$ cat src/rtl/seven_seg_pkg.sv
// Shared types for the seven-segment display path.
// Covers the digit values, digit indices and per-digit enable masks.
package seven_seg_pkg;

    localparam int NUM_DIGITS = 8;

    typedef logic [3:0] digit_t;
    typedef logic [2:0] digit_sel_t;
    typedef logic [7:0] digit_mask_t;

endpackage

$ cat src/rtl/seven_seg_next_sel.sv
// Circular first-set search: the next enabled digit after sel, wrapping 7 -> 0.
// Returns sel itself when no other digit is enabled.
module seven_seg_next_sel
    import seven_seg_pkg::*;
(
    input  digit_sel_t  sel,
    input  digit_mask_t digit_en,
    output digit_sel_t  next_sel
);

    digit_sel_t cand;

    // Walk from the farthest candidate to the nearest so the nearest hit wins last.
    always_comb begin
        next_sel = sel;
        cand     = sel;
        for (int i = NUM_DIGITS - 1; i >= 1; i--) begin
            cand = sel + digit_sel_t'(i);
            if (digit_en[cand]) begin
                next_sel = cand;
            end
        end
    end

endmodule

$ cat src/rtl/seven_segment_scanner.sv
// Time-multiplexed refresh stage: stores eight hex digits and rotates through
// the enabled ones, presenting a consistent (num, sel, blank) triple each cycle.
module seven_segment_scanner
    import seven_seg_pkg::*;
#(
    parameter int DIV_COUNT    = 100000,
    parameter int BLANK_CYCLES = 16
) (
    input  logic        clk,
    input  logic        rst_n,
    input  logic        wr_en,
    input  digit_sel_t  wr_addr,
    input  digit_t      wr_data,
    input  digit_mask_t digit_en,
    output digit_t      num,
    output digit_sel_t  sel,
    output logic        blank,
    output logic        slot_tick
);

    localparam int             CNT_W     = $clog2(DIV_COUNT);
    localparam logic [CNT_W-1:0] CNT_MAX   = CNT_W'(DIV_COUNT - 1);
    localparam logic [CNT_W-1:0] BLANK_LIM = CNT_W'(BLANK_CYCLES);

    logic [CNT_W-1:0] cnt_q, cnt_d;
    digit_sel_t       sel_q, sel_d;
    digit_t           num_q, num_d;
    logic             blank_q, blank_d;
    logic             tick_q, tick_d;
    digit_t           mem_q [NUM_DIGITS];
    digit_t           mem_d [NUM_DIGITS];

    logic       wrap;
    digit_sel_t scan_sel;

    seven_seg_next_sel u_next_sel (
        .sel      (sel_q),
        .digit_en (digit_en),
        .next_sel (scan_sel)
    );

    // num reads the post-write memory image, so a write to the digit about to be
    // shown is visible on the same edge it is stored.
    always_comb begin
        wrap   = (cnt_q == CNT_MAX);
        cnt_d  = wrap ? '0 : cnt_q + 1'b1;
        tick_d = wrap;
        sel_d  = wrap ? scan_sel : sel_q;

        mem_d = mem_q;
        if (wr_en) begin
            mem_d[wr_addr] = wr_data;
        end

        num_d   = mem_d[sel_d];
        blank_d = (cnt_d < BLANK_LIM) || !digit_en[sel_d] || (digit_en == '0);
    end

    always_ff @(posedge clk or negedge rst_n) begin
        if (!rst_n) begin
            cnt_q   <= '0;
            sel_q   <= '0;
            num_q   <= '0;
            blank_q <= 1'b1;
            tick_q  <= 1'b0;
            for (int i = 0; i < NUM_DIGITS; i++) begin
                mem_q[i] <= '0;
            end
        end else begin
            cnt_q   <= cnt_d;
            sel_q   <= sel_d;
            num_q   <= num_d;
            blank_q <= blank_d;
            tick_q  <= tick_d;
            mem_q   <= mem_d;
        end
    end

    assign num       = num_q;
    assign sel       = sel_q;
    assign blank     = blank_q;
    assign slot_tick = tick_q;

endmodule

$ cat config.mk
export PLATFORM = sky130hd
export DESIGN_NAME = seven_segment_scanner
export DESIGN_NICKNAME = d
export VERILOG_FILES = /design/src/rtl/seven_seg_pkg.sv /design/src/rtl/seven_seg_next_sel.sv /design/src/rtl/seven_segment_scanner.sv
export SDC_FILE = /design/constraint.sdc
export NUM_CORES = 1
export LEC_CHECK = 0
export CAP_MARGIN = 20
export CORE_MARGIN = 2
export CORE_UTILIZATION = 60
export DETAILED_ROUTE_END_ITERATION = 10
export PLACE_DENSITY = 0.81
export SETUP_SLACK_MARGIN = 0.02
export SLEW_MARGIN = 20
export SYNTH_ARGS = -nofsm -noshare
export SYNTH_HDL_FRONTEND = slang
export SYNTH_SLANG_ARGS = --single-unit
$ cat constraint.sdc
create_clock -name clk -period 9.2 [get_ports clk]
set_input_delay 1.38 -clock clk [delete_from_list [all_inputs] [get_ports clk]]
set_output_delay 1.38 -clock clk [all_outputs]
set_load 0.005 [all_outputs]
# Word-level counts from Yosys, hierarchy flattened
# Index checks and enable logic that the tools add are counted.
# word_totals
regBits	58
input_bits	18
# classes
order_cmp	12
eq_ne	1
n_mux	32
add_sub_neg	8
n_reduce_logical	5
bitwise	2
# op_table
op	n
$bwmux 32	1
$lt 3x4->1 const B	8
$mux 32	1
$bmux 1 s3	8
$mux 3	8
$add 17x1->17 const B	1
$eq 17x17->1 const B	1
$lt 17x5->1 const B	1
$mux 17	1
$add 3x3->3 const B	4
$bmux 4 s3	1
$demux 4 s3	1
$mux 4	3
$ge 4x4->1 const B	2
$logic_not 8->1	1
$mux 1	8
$not 3->4	2
$add 3x2->3 const B	2
$lt 4x1->1 const B	1
$add 3x1->3 const B	1
$logic_or 1x1->1	2
$logic_and 1x1->1	1
$logic_not 1->1	1

# Depth between registers and ports, before layout
# Gate-level depths: netlist of run 1.
# depth
depth_word	16
mapped_depth	13
depth_no_buf	11

# Modules after synthesis
# From an unflattened synthesis of run 1, not the netlist that was laid out.
# unflattened
cells_unflattened	325
hier_area_um2	3762.4
# by_module_without_submodules
module	seq_area_each_um2	cells_per_inst	n_inst	area_per_inst_um2
seven_segment_scanner	1452.6	227	1	2874.0
seven_seg_next_sel	0.0	98	1	888.4

# Worst setup path before layout of run 1
# No wires, ideal clock.
# synth_path
kind	in2reg
from	input port digit_en[3]
to	register blank_q, in the netlist blank
n_path_buf	0
slack_ps	5514
path_stages	8
t_required_ps	9123
t_arrival_ps	3609
cell_sequence	mux4_2 mux2i_1 o2111ai_1 a211o_4 inv_2 mux4_1 and3_1 a31oi_1
# synth_via
elab_chain_len	15
# synth_rtl
element	line	source
start, declared	seven_segment_scanner.sv:14	input digit_mask_t digit_en,
$bmux 1 s3	seven_seg_next_sel.sv:19	if (digit_en[cand]) begin
$mux 1 (implied by the code)	seven_seg_next_sel.sv:19	
$mux 3 (6 in a row)	seven_seg_next_sel.sv:19	
$mux 3 *	seven_seg_next_sel.sv:19	
$mux 3 *	seven_segment_scanner.sv:48	sel_d = wrap ? scan_sel : sel_q;
via sel_d[2]	seven_segment_scanner.sv:26	digit_sel_t sel_q, sel_d;
$bmux 1 s3 *	seven_segment_scanner.sv:56	blank_d = (cnt_d < BLANK_LIM) || !digit_en[sel_d] || (digit_en == '0);
$mux 1 (implied by the code) *	seven_segment_scanner.sv:56	
$logic_not 1->1 *	seven_segment_scanner.sv:56	
$logic_or 1x1->1 * (2 in a row)	seven_segment_scanner.sv:56	
via blank_d	seven_segment_scanner.sv:28	logic blank_q, blank_d;
end signal, assigned	seven_segment_scanner.sv:73	blank_q <= blank_d;
end, declared	seven_segment_scanner.sv:28	
# The timed path passes the listed nets; every way through them passes the cells marked *. The select of a mux whose other input is x is not followed.

# Worst setup path after layout of run 1
# layout_path
from	register sel_q[0], in the netlist sel[0]
to	register num_q[3], in the netlist num[3]
# layout_via
elab_chain_len	15
# layout_rtl
element	line	source
start, declared	seven_segment_scanner.sv:26	
start signal, assigned	seven_segment_scanner.sv:71	sel_q <= sel_d;
$add 3x3->3	seven_seg_next_sel.sv:18	cand = sel + digit_sel_t'(i);
$bmux 1 s3	seven_seg_next_sel.sv:19	
$mux 1 (implied by the code)	seven_seg_next_sel.sv:19	
$mux 3 (7 in a row)	seven_seg_next_sel.sv:19	
$mux 3 *	seven_segment_scanner.sv:48	
$not 3->4 (implied by the code) *	seven_segment_scanner.sv:55	num_d = mem_d[sel_d];
$bmux 4 s3 *	seven_segment_scanner.sv:55	
$mux 4 (implied by the code) * (2 in a row)	seven_segment_scanner.sv:55	
via num_d[3]	seven_segment_scanner.sv:27	digit_t num_q, num_d;
end signal, assigned	seven_segment_scanner.sv:72	num_q <= num_d;
end, declared	seven_segment_scanner.sv:27	
# Marked as above.

==> impl_metrics.toml, run 1 <==
[yosys]
ys_seq_area_frac = 0.406
synth_cells = 320
synth-seq-cells = 58
synth_top_family_by_area = "multiplexers"
yosysWarnings = 0
synth.avg_cell_area_um2 = 11.2
syn-cell-area_um2 = 3580
synth_compound_area_frac = 0.0822
synthAdderAreaFrac = 0.0105
synth_cell_types = 58
synthesis.nets = 341
synth-simple-area-share = 0.161
synth_edf_count = 0
synth-main-ff-cell = "dfrtp_1"
synth_mux_area_frac = 0.263
ys_async_sr_fraction = 1.00
synth_xor_area_frac = 0.0462

[sta]
whs_ns = 0.484
finalClockSkew_ns = 0.00643
period_share = 0.525
rsz0062_at_grt = "false"
drv_slew = 0
worst_slew_pin_slew_ns = 0.989
hold_viol = 0
setup_tns_ns = 0
setup_viol = 0
slew_headroom = 0.341
fmax_mhz = 207
layout_min_cycle_time_ns = 4.83

[detailed_routing]
drt_wl_total_mm = 8.13
firstDrtPassIters = 4
detail-route-antenna-nets = 0
via_count = 2773
drt-initial-drc-count = 161
drc = 0
wire_per_inst_um = 19.1
vias_per_cell = 6.52

[layout]
drive_above_1_share = 0.200
post-route-util = 0.702
area_growth_pct = 14.8
finalNonFillerCells = 425
fin_nets = 366
antenna_cells = 0

[clocking]
tritoncts = "built"
clock_path_buffers = 2
cts-root-buf = "clkbuf_8"
cts.clk_slew.worst_paths_ns = 0.07
clock_latency_ns = 0.34
cts_setup_buffers = 0
cts_hold_buffers = 0
cts_resized = 0
h-tree-depth = 3
cts.sinks = 58
cts_buffers = 9

[critical_path]
cpMostUsedCell = "mux2i_1"
cp.arrival_ns = 5.10
worst_path_largest_cell_delay_ns = 0.99
crit_slowest_cell = "dfrtp_1"
cp-end-kind = "flip-flop"
crit_path_max_fanout = 23
setup.worst_path.start = "sel[0]"
cp-start-kind = "flip-flop"
path_class = "reg -> reg"
crit_required_ns = 9.46
path_cells = "inv_1 -> ha_1 -> mux4_2 -> mux2i_1 -> nor4_1 -> a2111oi_1 -> nand3b_1 -> buf_6 -> mux2i_1 -> or3_1 -> nand4_1"
r2r-start = "sel[0]"

[floorplanning]
io_pins = 27
std_cell_rows = 28
die-area_um2 = 6600
dieHeight_um = 81.2
start_util = 0.611
die_w_um = 81.2
fp.coreArea_um2 = 5850

[global_route]
grt-ovfl-total = 0
grt_pass1_vias = 2698
grt_use_total = 0.272
antenna_found_initial = 0
grt_pass1_wl_mm = 13.4
grt_max_degree = 59

[pwr]
p_comb_frac = 0.167
power.leakage_nw = 1.81
internal_power_mw = 0.517
seq_power_share = 0.438
ir_worst_vdd_mv = 0.140
switching_share = 0.244
switching_power_mw = 0.167
cellPowerDensity_nw_per_um2 = 167
clock_power_share = 0.396

[placement]
place_congestion = 0.870
placedCellCount = 409
io_buffers = 26
dp_hpwl_mm = 5.60

[outcome]
status = "completed"

[hold_path]
hold_path.class = "reg -> reg"
min_from = "cnt_q[0]"

[job]
maxCapViolations = 0
## through the flow
step	setup slack [ns]	instance area (µm²)	power [mW]
detailed placement	4.26	3880	0.418
global placement	4.15	3860	0.411
CTS	4.44	4110	0.686
global route	4.03	4110	0.713
floorplan	5.51	3580	0.372
finish	4.37	4110	0.684
## registers in the layout (all words and copies together) (netlist names)
| register | count |
|---|---|
| mem_q | 32 |
| slot_tick | 1 |
| num | 4 |
| blank | 1 |
| sel | 3 |
| cnt_q | 17 |
## logic make-up after synthesis
| kind of cell | Yosys count |
|---|---|
| xor gates and xnor gates | 18 |
| adders and majority gates | 3 |
| and+or+nand+nor | 103 |
| AOI/OAI and AO/OA | 38 |
| DFF | 58 |
| buffers and inverters | 24 |
| muxes | 76 |
## critical path, delay by kind of cell (launching register included)
| kind | cells | cell delay [ns] |
|---|---|---|
| simple gates | 4 | 1.18 |
| flops | 1 | 0.99 |
| mux | 3 | 0.94 |
| fa+ha+maj | 1 | 0.65 |
| buf+inv | 2 | 0.58 |
| compound gates | 1 | 0.40 |
## cells in the final DEF (no fill, tap or decap), types with 2 or more instances in the layout
| master | netlist | layout |
|---|---|---|
| nor2_1 | 12 | 12 |
| nand4_1 | 9 | 9 |
| mux4_2 | 9 | 9 |
| mux2_1 | 4 | 4 |
| nor3b_1 | 3 | 3 |
| and3_1 | 4 | 4 |
| and4_1 | 4 | 4 |
| nand2_1 | 18 | 18 |
| nand2b_1 | 4 | 4 |
| clkbuf_8 | 0 | 11 |
| a31o_2 | 2 | 2 |
| a21oi_1 | 7 | 7 |
| inv_1 | 8 | 8 |
| mux2_2 | 33 | 33 |
| nand3_1 | 9 | 9 |
| dfrtp_1 | 57 | 57 |
| a221oi_1 | 2 | 2 |
| xor2_1 | 7 | 7 |
| a311o_1 | 2 | 2 |
| clkdlybuf4s50_1 | 0 | 25 |
| bufinv_16 | 0 | 2 |
| inv_2 | 2 | 2 |
| o2111ai_1 | 2 | 2 |
| mux2i_1 | 28 | 28 |
| a22oi_1 | 2 | 2 |
| nand4b_1 | 3 | 3 |
| or3_1 | 18 | 18 |
| nor4_1 | 6 | 6 |
| o21ai_0 | 4 | 4 |
| nor3_1 | 6 | 6 |
| and2_1 | 4 | 4 |
| xnor2_1 | 10 | 10 |
| ha_1 | 3 | 3 |
## path summary, 6_finish.rpt
check                                  to  slack, ns  depth (start not counted)
worst max-delay path               num[3]       4.37                         11
worst max register to register     num[3]       4.37                         11
worst min-delay path             cnt_q[0]       0.48                          1
max in group asynchronous       cnt_q[12]       7.55                          2
worst min register to register   cnt_q[0]       0.48                          1
min in group asynchronous        cnt_q[3]       1.18                          2
## layer usage
layer | vias up | track usage | wire length, µm | share of wire
met2 | 116 | 0.407 | 3820 | 0.47
met1 | 1365 | 0.377 | 3540 | 0.44
met5 | - | 0 | 0 | 0
met3 | 23 | 0.0611 | 553 | 0.068
met4 | 0 | 0.125 | 214 | 0.026
li1 | 1269 | - | - | -
## area by class of cell
type | count | area (µm²)
Clock buffer | 12 | 155
Clock inverter | 4 | 73.8
Fill cell | 410 | 1740
Inverter | 10 | 37.5
Multi-Input combinational cell | 238 | 2020
Sequential cell | 58 | 1450
Tap cell | 75 | 93.8
Timing Repair Buffer | 28 | 274
## cells in the mapped netlist, types with 5 or more instances
| cell type | count | share of area |
|---|---|---|
| buf_2 | 7 | 0.0098 |
| mux2_2 | 33 | 0.10 |
| dfrtp_1 | 57 | 0.40 |
| nor4_1 | 6 | 0.010 |
| nand3_1 | 9 | 0.013 |
| nand2_1 | 18 | 0.019 |
| a21oi_1 | 7 | 0.0098 |
| xor2_1 | 7 | 0.017 |
| xnor2_1 | 10 | 0.024 |
| nor2_1 | 12 | 0.013 |
| clkbuf_1 | 5 | 0.0052 |
| mux4_2 | 9 | 0.057 |
| or3_1 | 18 | 0.031 |
| mux2i_1 | 28 | 0.078 |
| nor3_1 | 6 | 0.0084 |
| nand4_1 | 9 | 0.016 |
| inv_1 | 8 | 0.0084 |
## power by group through the flow
stage	logic (mW)	clock network, mW	registers, mW
after floorplan	0.0707	0	0.301
after global routing	0.125	0.285	0.303
after global placement	0.109	0	0.302
final	0.114	0.270	0.300
after CTS	0.114	0.272	0.300
after detailed placement	0.113	0	0.304
Note: power is estimated with default switching activity, not from simulation.
==> run 2, diff against run 1 <==
CORE_UTILIZATION = 53   (was 60)
PLACE_DENSITY = 0.75   (was 0.81)
clock period = 4.15 ns   (was 9.2 ns; I/O delays follow)
==> run 2 against run 1 <==
Total power increased by 120%. Count of clock-buffer cells in the layout decreased by 1. Worst hold slack got worse by 0.058 ns. Clock skew about the same. Non-clock buffer count increased by 4. First-iteration DRC count decreased by 16%. Sequential power increased by 120%. Critical path depth decreased by 2. Final area increased by 0.34%. Wire length decreased by 4.5%.
==> impl_metrics.toml, run 2 (synthesis results as in run 1) <==
[layout]
drive_above_1_share = 0.206
antenna_cells = 0
final_cell_mix = "dfrtp_1, mux2_2, mux2i_1"
largest_reg_flops = 32
post-route-util = 0.642
regMostFlops = "mem_q"
final_common_cell = "dfrtp_1"
area_growth_pct = 15.2
fin_nets = 370

[clocking]
cts_setup_buffers = 0
h-tree-depth = 3
clock_path_buffers = 2
clock_latency_ns = 0.34
cts.clk_slew.worst_paths_ns = 0.07
cts-root-buf = "clkbuf_8"
cts_resized = 0
cts_hold_buffers = 0
cts.sinks = 58
tritoncts = "built"
cts_buffers = 9

[pwr]
ir_worst_vdd_mv = 0.344
power.leakage_nw = 1.82
cellPowerDensity_nw_per_um2 = 362

[detailed_routing]
vias_per_cell = 6.28
detail-route-antenna-nets = 0
drc = 0
wire_per_inst_um = 18.0
firstDrtPassIters = 4
via_count = 2705
drt-initial-drc-count = 136
drt_wl_total_mm = 7.77

[critical_path]
crit_required_ns = 4.42
crit_path_max_fanout = 10
crit_slowest_cell = "mux4_2"
worst_path_largest_cell_delay_ns = 0.56
cp-end-kind = "flip-flop"
cp-start-kind = "input pin"
path_cells = "clkdlybuf4s50_1 -> mux4_2 -> mux2i_1 -> o2111ai_1 -> a211o_4 -> inv_2 -> mux4_1 -> and3_1 -> a31oi_1"
path_class = "in -> reg"
cp.arrival_ns = 3.69

[sta]
slew_headroom = 0.521
hold_viol = 0
fmax_mhz = 292
rsz0062_at_grt = "false"
setup_ws_ns = 0.724
worst_slew_pin_slew_ns = 0.719
period_share = 0.826
drv_slew = 0
setup_viol = 0
finalClockSkew_ns = 0.00643
setup_tns_ns = 0
layout_min_cycle_time_ns = 3.43

[outcome]
status = "completed"

[floorplanning]
start_util = 0.557
fp.coreArea_um2 = 6420
die_w_um = 86.2
die-area_um2 = 7420
std_cell_rows = 29
io_pins = 27
dieHeight_um = 86.2

[global_route]
grt_max_degree = 59
grt_use_total = 0.231
grt-ovfl-total = 0
antenna_found_initial = 0
grt_pass1_vias = 2682
grt_pass1_wl_mm = 13.2

[placement]
io_buffers = 26
dp_hpwl_mm = 5.64
place_congestion = 0.917
place_ws_ns = 0.398

[job]
maxCapViolations = 0

[hold_path]
hold_path.class = "in -> async"
-- run 2: per-layer routing --
layer	track usage	part of all wire	vias to the layer above
met2	0.385	0.50	69
met3	0.0674	0.049	11
met4	0.0606	0.011	0
met5	0	0	-
met1	0.294	0.44	1358
li1	-	-	1267
-- run 2: final cells by class --
class                           count  area (µm²)
Fill cell                         527        2300
Multi-Input combinational cell    238        2010
Sequential cell                    58        1450
Timing Repair Buffer               32         300
Clock buffer                       11         141
Tap cell                           77        96.3
Clock inverter                      5        77.6
Inverter                           10        37.5
-- run 2: critical path: cells and delay by family --
kind                   cells  cell delay (ns)
and+or+nand+nor            1             0.19
AOI/OAI and AO/OA          3             0.74
muxes                      3             1.46
buffers and inverters      2             0.69
-- run 2: path summary, 6_finish.rpt --
check	endpoint	cells after the start	slack [ns]	startpoint
setup reg to reg	num[3]	11	0.78	sel[1]
hold / removal	cnt_q[13]	2	0.43	rst_n
max in group asynchronous	sel[1]	2	3.25	rst_n
setup / recovery	blank	9	0.72	digit_en[2]
hold reg to reg	cnt_q[0]	1	0.49	cnt_q[0]
min in group clk	cnt_q[0]	1	0.49	cnt_q[0]
-- run 2: report_power, final --
group | leakage (nW) | internal (mW) | switching (mW)
combinational | 0.998 | 0.134 | 0.122
sequential | 0.715 | 0.643 | 0.0196
clock | 0.109 | 0.352 | 0.221
total | 1.82 | 1.13 | 0.363
-- run 2: through the flow --
| stage | std cells | hold WS, ns | power (mW) | instance area, µm² |
|---|---|---|---|---|
| floorplan | 320 | 0.327 | 0.824 | 3580 |
| global placement | 415 | 0.472 | 0.920 | 3900 |
| detailed placement | 415 | 0.475 | 0.930 | 3900 |
| CTS | 431 | 0.441 | 1.51 | 4120 |
| global route | 431 | 0.495 | 1.57 | 4120 |
| finish | 431 | 0.426 | 1.49 | 4120 |
==> run 3, diff against run 2 <==
CORE_UTILIZATION = 59   (was 53)
PLACE_DENSITY = 0.79   (was 0.75)
clock period = 3.4 ns   (was 4.15 ns; I/O delays follow)
==> run 3 against run 2 <==
First-iteration DRC count is 18% higher. Worst hold slack worse by 0.23 ns. Final area is 5.7% higher. Critical endpoint unchanged. Largest power group unchanged.
==> impl_metrics.toml, run 3 (synthesis results as in run 1) <==
[sta]
slew_headroom = 0.462
whs_ns = 0.199
fmax_mhz = 310
finalClockSkew_ns = 0.00856
layout_min_cycle_time_ns = 3.22
hold_viol = 0
setup_tns_ns = 0
worst_slew_pin_slew_ns = 0.805
period_share = 0.948
rsz0062_at_grt = "false"
setup_ws_ns = 0.178
setup_viol = 0
drv_slew = 0

[critical_path]
cp.arrival_ns = 3.47
crit_path_max_fanout = 8
crit_required_ns = 3.65
cp-end-kind = "flip-flop"
cp-start-kind = "input pin"
path_class = "in -> reg"

[hold_path]
hold_path.class = "in -> async"

[clocking]
clock_path_buffers = 2
cts-root-buf = "clkbuf_8"
tritoncts = "built"
cts.clk_slew.worst_paths_ns = 0.07
cts_buffers = 9
cts.sinks = 58
clock_latency_ns = 0.33
cts_setup_buffers = 0
h-tree-depth = 3

[detailed_routing]
drt-initial-drc-count = 161
drc = 0
vias_per_cell = 6.15
wire_per_inst_um = 18.1
drt_wl_total_mm = 8.27
via_count = 2804
detail-route-antenna-nets = 0
firstDrtPassIters = 4

[layout]
final_area_um2 = 4350
antenna_cells = 0
regMostFlops = "mem_q"
drive_above_1_share = 0.276
final_cell_mix = "dfrtp_1, mux2_2, buf_4"
post-route-util = 0.740
fin_nets = 398
n_fill_cell = 392
multi_input_area_um2 = 2050
area_growth_pct = 21.7
register_area_um2 = 1450
finalNonFillerCells = 456
largest_reg_flops = 32
final_common_cell = "dfrtp_1"

[global_route]
grt_pass1_vias = 2764
grt-ovfl-total = 0
grt_pass1_wl_mm = 13.4
grt_max_degree = 31
grt_use_total = 0.269
antenna_found_initial = 0

[job]
maxCapViolations = 0

[floorplanning]
die_w_um = 81.9
start_util = 0.608
fp.coreArea_um2 = 5890
dieHeight_um = 81.9
die-area_um2 = 6700
std_cell_rows = 28
io_pins = 27

[pwr]
p_comb_frac = 0.187
seq_power_share = 0.454
ir_worst_vdd_mv = 0.474
power.total_mw = 1.79
cellPowerDensity_nw_per_um2 = 411
switching_share = 0.240
clock_power_share = 0.359
switching_power_mw = 0.429
internal_power_mw = 1.36
power.leakage_nw = 1.95

[placement]
place_ws_ns = -0.401
dpl_cell_area_um2 = 4110
placedCellCount = 441
place_congestion = 0.883
io_buffers = 26
dp_hpwl_mm = 6.14

[outcome]
status = "completed"
-- run 3: cell count changes in the layout (fill, tap and decap cells not counted), sizes merged --
cell and change:
buf +28, bufinv -1, clkbuf +2, clkinv -1, clkinvlp -1
-- run 3: power by group through the flow --
stage,clock [mW],sequential [mW],combinational (mW)
floorplan,0,0.814,0.191
global placement,0,0.818,0.318
detailed placement,0,0.823,0.329
CTS,0.652,0.813,0.332
global route,0.690,0.819,0.367
finish,0.642,0.812,0.335
-- run 3: path summary, 6_finish.rpt --
check                      endpoint  depth (start not counted)         from  slack [ns]
setup / recovery              blank                         11  digit_en[3]        0.18
hold / removal             cnt_q[8]                          1        rst_n        0.20
setup reg to reg              blank                         11       sel[0]        0.23
hold reg to reg            cnt_q[0]                          1     cnt_q[0]        0.48
max in group asynchronous    num[2]                          2        rst_n        2.37
min in group clk           cnt_q[0]                          1     cnt_q[0]        0.48
-- run 3: area by class of cell --
cell class	count	share of cell area
Multi-Input combinational cell	238	0.471
Sequential cell	58	0.334
Timing Repair Buffer	60	0.118
Clock buffer	13	0.0388
Tap cell	75	0.0216
Inverter	10	0.00862
Clock inverter	2	0.00805
-- run 3: what timing repair did --
action	in CTS	in global routing
endpoints found under the setup margin	4	5
hold buffers	0	0
gates resized for setup	1	7
cloned	0	0
-- run 3: critical path, cell delays in order --
cell and delay [ns]:
clkdlybuf4s50_1 0.53, mux2i_2 0.26, buf_4 0.16, o22ai_1 0.08, or3_1 0.35, a41o_1 0.26
a211o_4 0.33, inv_2 0.09, mux4_1 0.57, and3_1 0.20, a31oi_1 0.14
-- run 3: metal layers --
metal / GRT usage / routed length (µm)
met5: 0 / 0
met1: 0.352 / 3660
met2: 0.437 / 4120
met3: 0.0791 / 396
met4: 0.0717 / 91
